`config.mk`:
```
export PLATFORM = sky130hd
export DESIGN_NAME = debounce
export DESIGN_NICKNAME = d
export VERILOG_FILES = /design/src/rtl/debounce_pkg.sv /design/src/rtl/debounce_cell.sv /design/src/rtl/debounce.sv
export SDC_FILE = /design/constraint.sdc
export NUM_CORES = 1
export LEC_CHECK = 0
export CAP_MARGIN = 20
export CORE_ASPECT_RATIO = 0.7
export CORE_UTILIZATION = 30
export CTS_CLUSTER_DIAMETER = 30
export CTS_CLUSTER_SIZE = 20
export DETAILED_ROUTE_END_ITERATION = 10
export SLEW_MARGIN = 0
export SYNTH_ARGS = -nofsm -noshare
export SYNTH_HDL_FRONTEND = slang
export SYNTH_HIERARCHICAL = 1
export SYNTH_SLANG_ARGS = --single-unit
```
`constraint.sdc`:
```
create_clock -name clk -period 1.8 [get_ports clk]
set_input_delay 0.54 -clock clk [delete_from_list [all_inputs] [get_ports clk]]
set_output_delay 0.54 -clock clk [all_outputs]
set_load 0.02 [all_outputs]
```
`src/rtl/debounce_pkg.sv`:
```
// Shared defaults and helpers for the debounce input conditioner.
package debounce_pkg;

    // Default number of consecutive differing cycles needed to accept a change.
    localparam int DEF_CNT_MAX     = 1000;
    // Default synchroniser depth (two flops is the usual metastability guard).
    localparam int DEF_SYNC_STAGES = 2;

    // Counter width for a given CNT_MAX. The counter only ever holds 0..CNT_MAX-1.
    // It is never narrower than one bit.
    function automatic int cnt_w(input int cnt_max);
        return (cnt_max <= 1) ? 1 : $clog2(cnt_max);
    endfunction

endpackage

```
`src/rtl/debounce_cell.sv`:
```
// Single-channel debounce cell: synchroniser chain, stability counter,
// filtered output level and optional edge pulses.
// Optional feature: define DEBOUNCE_EDGE_EN to build the rise/fall pulse
// registers; otherwise rise/fall are tied low.
module debounce_cell
    import debounce_pkg::*;
#(
    parameter int CNT_MAX     = DEF_CNT_MAX,
    parameter int SYNC_STAGES = DEF_SYNC_STAGES
) (
    input  logic clk,
    input  logic rst,
    input  logic din,
    output logic dout,
    output logic rise,
    output logic fall
);

    localparam int            CW       = cnt_w(CNT_MAX);
    localparam logic [CW-1:0] CNT_LAST = CW'(CNT_MAX - 1);

    logic [SYNC_STAGES-1:0] sync_q, sync_d;
    logic [CW-1:0]          cnt_q, cnt_d;
    logic                   dout_q, dout_d;
    logic                   s;
    logic                   accept;

    // Synchronised input and the condition for accepting a new level:
    // the input has differed from the output for CNT_MAX consecutive edges.
    assign s      = sync_q[SYNC_STAGES-1];
    assign accept = (s != dout_q) && (cnt_q == CNT_LAST);

    // Next-state: shift the synchroniser, count while the input differs,
    // drop any partial count as soon as the input agrees again.
    // NOTE: every variable gets a default at the top so no path leaves it unassigned and no latch is inferred.
    always_comb begin
        sync_d = {sync_q[SYNC_STAGES-2:0], din};
        cnt_d  = '0;
        dout_d = dout_q;
        if (accept) begin
            dout_d = s;
        end else if (s != dout_q) begin
            cnt_d = cnt_q + 1'b1;
        end
    end

    // State registers; reset is asynchronous so outputs clear without a clock.
    // NOTE: sequential state uses non-blocking assignments so all flops sample pre-edge values.
    always_ff @(posedge clk or posedge rst) begin
        if (rst) begin
            sync_q <= '0;
            cnt_q  <= '0;
            dout_q <= 1'b0;
        end else begin
            sync_q <= sync_d;
            cnt_q  <= cnt_d;
            dout_q <= dout_d;
        end
    end

    assign dout = dout_q;

`ifdef DEBOUNCE_EDGE_EN
    logic rise_q, rise_d;
    logic fall_q, fall_d;

    // Edge pulses fire on the same edge the output level is accepted.
    always_comb begin
        rise_d = accept & s;
        fall_d = accept & ~s;
    end

    // Edge pulse registers, one cycle wide by construction.
    always_ff @(posedge clk or posedge rst) begin
        if (rst) begin
            rise_q <= 1'b0;
            fall_q <= 1'b0;
        end else begin
            rise_q <= rise_d;
            fall_q <= fall_d;
        end
    end

    assign rise = rise_q;
    assign fall = fall_q;
`else
    assign rise = 1'b0;
    assign fall = 1'b0;
`endif

endmodule

```
`src/rtl/debounce.sv`:
```
// Multi-bit debounce: WIDTH independent debounce cells, one per input bit.
// Optional feature: define DEBOUNCE_EDGE_EN to enable the rise/fall pulses;
// otherwise they are constant 0. The dout behaviour is the same either way.
module debounce
    import debounce_pkg::*;
#(
    parameter int WIDTH       = 2,
    parameter int CNT_MAX     = DEF_CNT_MAX,
    parameter int SYNC_STAGES = DEF_SYNC_STAGES
) (
    input  logic             clk,
    input  logic             rst,
    input  logic [WIDTH-1:0] din,
    output logic [WIDTH-1:0] dout,
    output logic [WIDTH-1:0] rise,
    output logic [WIDTH-1:0] fall
);

    for (genvar i = 0; i < WIDTH; i++) begin : g_chan
        debounce_cell #(
            .CNT_MAX    (CNT_MAX),
            .SYNC_STAGES(SYNC_STAGES)
        ) u_cell (
            .clk (clk),
            .rst (rst),
            .din (din[i]),
            .dout(dout[i]),
            .rise(rise[i]),
            .fall(fall[i])
        );
    end

endmodule

```
# [Word-level counts from Yosys, hierarchy flattened]
# Index checks and enable logic that the tools add are counted.
[word_totals] register_bits=26 in_bits=4 output_inout_bits=6 word_cells=18
[op_classes] addsub=2 eq_ne=4 mux=4 reduce_logical=2
[op_table] op="2-to-1 mux 10 bit" count=4
[op_table] op="adder 10 x 1 -> 10 bit (second input constant)" count=2
[op_table] op="== test 10 bit (second input constant)" count=2
[op_table] op="logical AND 1 bit" count=2
[op_table] op="!= test 1 bit" count=2

# [Longest topological paths before layout]
[logic_depth] depth_word=3 ltp_mapped=4 ltp_nobuf=4

# [By module]
# The synthesis kept the hierarchy.
[by_module_without_submodules] mod="debounce_cell" instances=2 cells_per_inst=59 area_each_um2=616.8 seq_area_each_um2=325.3

# [Least setup slack after synthesis]
# No wires, ideal clock.
[synth_timing] path_type="reg-to-reg" from="reg g_chan[0].u_cell.cnt_q[0]" to="reg g_chan[0].u_cell.dout_q" setup_ns=0.125 t_arrival_ns=1.290 required_ns=1.675 path_slack_ns=0.386 path_stages_with_launch=5 path_buffers=0 synth_period_minus_slack_ns=1.414 path_cell_list="dfrtp_1 > ha_1 > nand4bb_1 > nor3_1 > mux2_2"
[synth_via] elab_chain_cells=2
[synth_lines] item="from (decl)" line="debounce_cell.sv:23" rtl="logic [CW-1:0] cnt_q, cnt_d;"
[synth_lines] item="from (signal assigned)" line="debounce_cell.sv:56" rtl="cnt_q <= cnt_d;"
[synth_lines] item="== test 10 bit" line="debounce_cell.sv:31" rtl="assign accept = (s != dout_q) && (cnt_q == CNT_LAST);"
[synth_lines] item="logical AND 1 bit" line="debounce_cell.sv:31"
[synth_lines] item="to (signal assigned)" line="debounce_cell.sv:57" rtl="dout_q <= dout_d;"
[synth_lines] item="to (decl)" line="debounce_cell.sv:24" rtl="logic dout_q, dout_d;"
# No other way between the ends.
# A chain may end at the register's enable or synchronous reset.

# [Worst setup path after layout]
[layout_timing] from="reg g_chan[0].u_cell.cnt_q[0]" to="reg g_chan[0].u_cell.cnt_q[3]"
[layout_via] elab_chain_cells=3 word_cells_on_any_way=5 classes_between="add/sub (1); eq/ne (1); mux (2); reduce/logical (1)"
[layout_lines] item="adder 10 x 1 -> 10 bit / == test 10 bit (equally long branches)" line="debounce_cell.sv:43, debounce_cell.sv:31"
[layout_lines] item="2-to-1 mux 10 bit / logical AND 1 bit (equally long branches)" line="debounce_cell.sv:42, debounce_cell.sv:31"
[layout_lines] item="2-to-1 mux 10 bit (*)" line="debounce_cell.sv:40" rtl="if (accept) begin"
[layout_lines] item="named net g_chan[0].u_cell.cnt_d[3]" line="debounce_cell.sv:23"
# Mark *: on every way through the listed nets, which the timed path passes. The rest lies on a longest branch.

==> results.ini <==
[sta]
fin_crit_sh=0.894
setup_viol=0
fmax_ghz=0.621
worstMarginPinSlew_ps=509
setup_slack_ps=190
setup_tns_ps=0
final_hold_viol_count=0
whs_ps=352
clock_skew_ps=4.12
rsz0062_at_grt=false
max_slew_margin=0.658
drv_slew=0
finalCriticalPeriod_ps=1610

[cells_and_area]
syn_to_final_growth_pct=11.8
drive_above_1_share=0.0800
design_area_sq_mm=0.00138
antennaDiodeCount=0
nets=132
fillers=392

[clock_network]
ctsResizeCount=2
clkSlewWorstSetupHoldPaths_ps=90
ctsHoldBuffers=0
cts_inserted_buffers=3
cts.sinks=26
htreeDepth=1
cts_setup_buffers=0
clockBufferDepth=2
cts_tree=built
insertion_delay_ps=260
cts_root_buffer=clkbuf_8

[synthesis]
ys_ff_latch=26
synth_largest_area_cell=dfrtp_1
synthTopCellsByCount=dfrtp_1, nor2_1, inv_1, nand2_1
ys_seq_area_frac=0.527
synth_async_sr_flop_share=1.00
yosys.cell_types.count=23
yosysTopAreaCellShare=0.527
synthFlopType=dfrtp_1
synthTopCellsByArea=dfrtp_1, xor2_1, nor2_1, or3_1, xnor2_1
yosysMostFrequentCell=dfrtp_1
synth_warnings=6
syn-cell-area_sq_mm=0.00123
synth-edff-count=0
syn_inst=118
post_synth.cell_area_avg_sq_um=10.5

[floorplanning]
die_w_um=78.6
boundaryPins=10
core_area_sq_mm=0.00392
fp-row-count=19
dieArea_sq_mm=0.00438
die_y_um=55.7
start_util=0.315

[power_and_ir_drop]
p_leak_nw=0.571
peakVddDrop_uv=433
power.density_mw_per_mm2=751
power.total_mw=1.04

[placed_design]
io_buffers=5
dp_hpwl_um=1470
dpl_worst_slack_ps=208
post_dp_cell_area_sq_mm=0.00133
place.gp.congestion=0.767

[route]
first_pass_iters=4
avgRoutedWirePerCell_um=10.9
antenna_left=0
drtIter0Drc=10
wirelength_um=1930
num_vias=847
vias_per_cell=4.79
drc=0

[worst_setup_path]
slowest_stage=o31ai_2
crit_required_ps=1940
crit_path_end_kind=flip-flop
arrival_ps=1750
slowest_delay_ps=530
rrSetupSlack_ps=190
startpoint=g_chan[0].u_cell/cnt_q[0]$_DFF_PP0_
crit_chain=ha_1 > nand4bb_1 > o31ai_2 > nor2_1
reg2reg_to=g_chan[0].u_cell/cnt_q[3]$_DFF_PP0_
endpoint=g_chan[0].u_cell/cnt_q[3]$_DFF_PP0_
crit_path_start_kind=flip-flop
r2r_start=g_chan[0].u_cell/cnt_q[0]$_DFF_PP0_
r2r_cells=4
path_max_fanout=6
crit_type=flip-flop to flip-flop

[global_route]
grt_pass1_wl_um=3470
grt_pass1_vias=793
overflow=0
antenna_found_initial=0
track_usage=0.101
grt_max_degree=15

[run_status]
status=finished clean

[worst_hold_path]
hold_class=flip-flop to flip-flop

[job]
cap_violations=0

## per-stage QoR
step,util,instances
finish,0.352,177
global route,0.352,177
CTS,0.352,177
detailed placement,0.338,173
global placement,0.338,173
floorplan,-,120
## flip-flops by register name (all words and copies together) (netlist names)
| name | count |
|---|---|
| g_chan.u_cell/cnt_q | 20 |
| g_chan.u_cell/dout | 2 |
| g_chan.u_cell/sync_q | 4 |
## worst min-delay path by stage
stage	startpoint	end	slack, ps	depth (start not counted)
2_1_floorplan	g_chan[0].u_cell/sync_q[0]$_DFF_PP0_	g_chan[0].u_cell/sync_q[1]$_DFF_PP0_	330	0
3_3_place_gp	g_chan[0].u_cell/sync_q[0]$_DFF_PP0_	g_chan[0].u_cell/sync_q[1]$_DFF_PP0_	330	0
3_5_place_dp	g_chan[1].u_cell/sync_q[0]$_DFF_PP0_	g_chan[1].u_cell/sync_q[1]$_DFF_PP0_	330	0
4_1_cts	g_chan[1].u_cell/sync_q[0]$_DFF_PP0_	g_chan[1].u_cell/sync_q[1]$_DFF_PP0_	350	0
5_1_grt	g_chan[1].u_cell/sync_q[0]$_DFF_PP0_	g_chan[1].u_cell/sync_q[1]$_DFF_PP0_	370	0
6_report	g_chan[1].u_cell/sync_q[0]$_DFF_PP0_	g_chan[1].u_cell/sync_q[1]$_DFF_PP0_	350	0
## layout by cell type, fill, tap and decap left out, types with 3 or more instances in the layout
cell type | netlist | routed
a21oi_1 | 6 | 6
a31oi_1 | 4 | 4
clkbuf_8 | 0 | 4
clkdlybuf4s50_1 | 0 | 3
conb_1 | 2 | 4
dfrtp_1 | 26 | 26
inv_1 | 8 | 8
nand2_1 | 8 | 8
nand3_1 | 6 | 6
nor2_1 | 10 | 10
o211ai_1 | 4 | 4
o21ai_0 | 4 | 4
or3_1 | 6 | 6
or4_1 | 4 | 4
xnor2_1 | 4 | 4
xor2_1 | 6 | 6
## report_power, final
group | total [mW] | leakage, nW | switching (mW) | internal, mW
sequential | 0.611 | 0.349 | 0.0119 | 0.599
combinational | 0.0589 | 0.193 | 0.0384 | 0.0205
clock | 0.366 | 0.0288 | 0.171 | 0.195
## critical path: cells and delay by family, from the launching register on
family                   cells  cell delay (ps)
adder cells (fa/ha/maj)      1              240
AND/OR/NAND/NOR              2              340
AO/OA/AOI/OAI                1              530
flip-flops                   1              370
## cells by family (layout without fill, tap and decap cells)
group / count (synthesis) / in the layout / share of synthesized area
buffers and inverters: 12 / 17 / 0.0487
and+or+nand+nor: 42 / 42 / 0.191
other: 2 / 4 / 0.00609
muxes: 2 / 2 / 0.0183
AOI/OAI and AO/OA: 22 / 22 / 0.118
DFF: 26 / 26 / 0.527
adders and majority gates: 2 / 2 / 0.0203
xor gates and xnor gates: 10 / 10 / 0.0710
## layout make-up
class	instances	area [sq um]	share of cell area
timing repair buffer	5	47.5	0.0345
sequential	26	651	0.472
tap	52	65.1	0.0472
inverter	8	30.0	0.0218
clock buffer	4	55.1	0.0399
multi-input combinational	82	531	0.385
## metal layers
metal | GRT usage | share of wire | wire [um] | vias to the layer above
met1 | 0.145 | 0.53 | 1020 | 411
met4 | 0.0397 | 0.010 | 20 | 0
li1 | - | - | - | 423
met2 | 0.149 | 0.44 | 846 | 11
met5 | 0 | 0 | 0 | -
met3 | 0.0197 | 0.020 | 39 | 2
No activity file was read; power rests on OpenSTA's default activity.
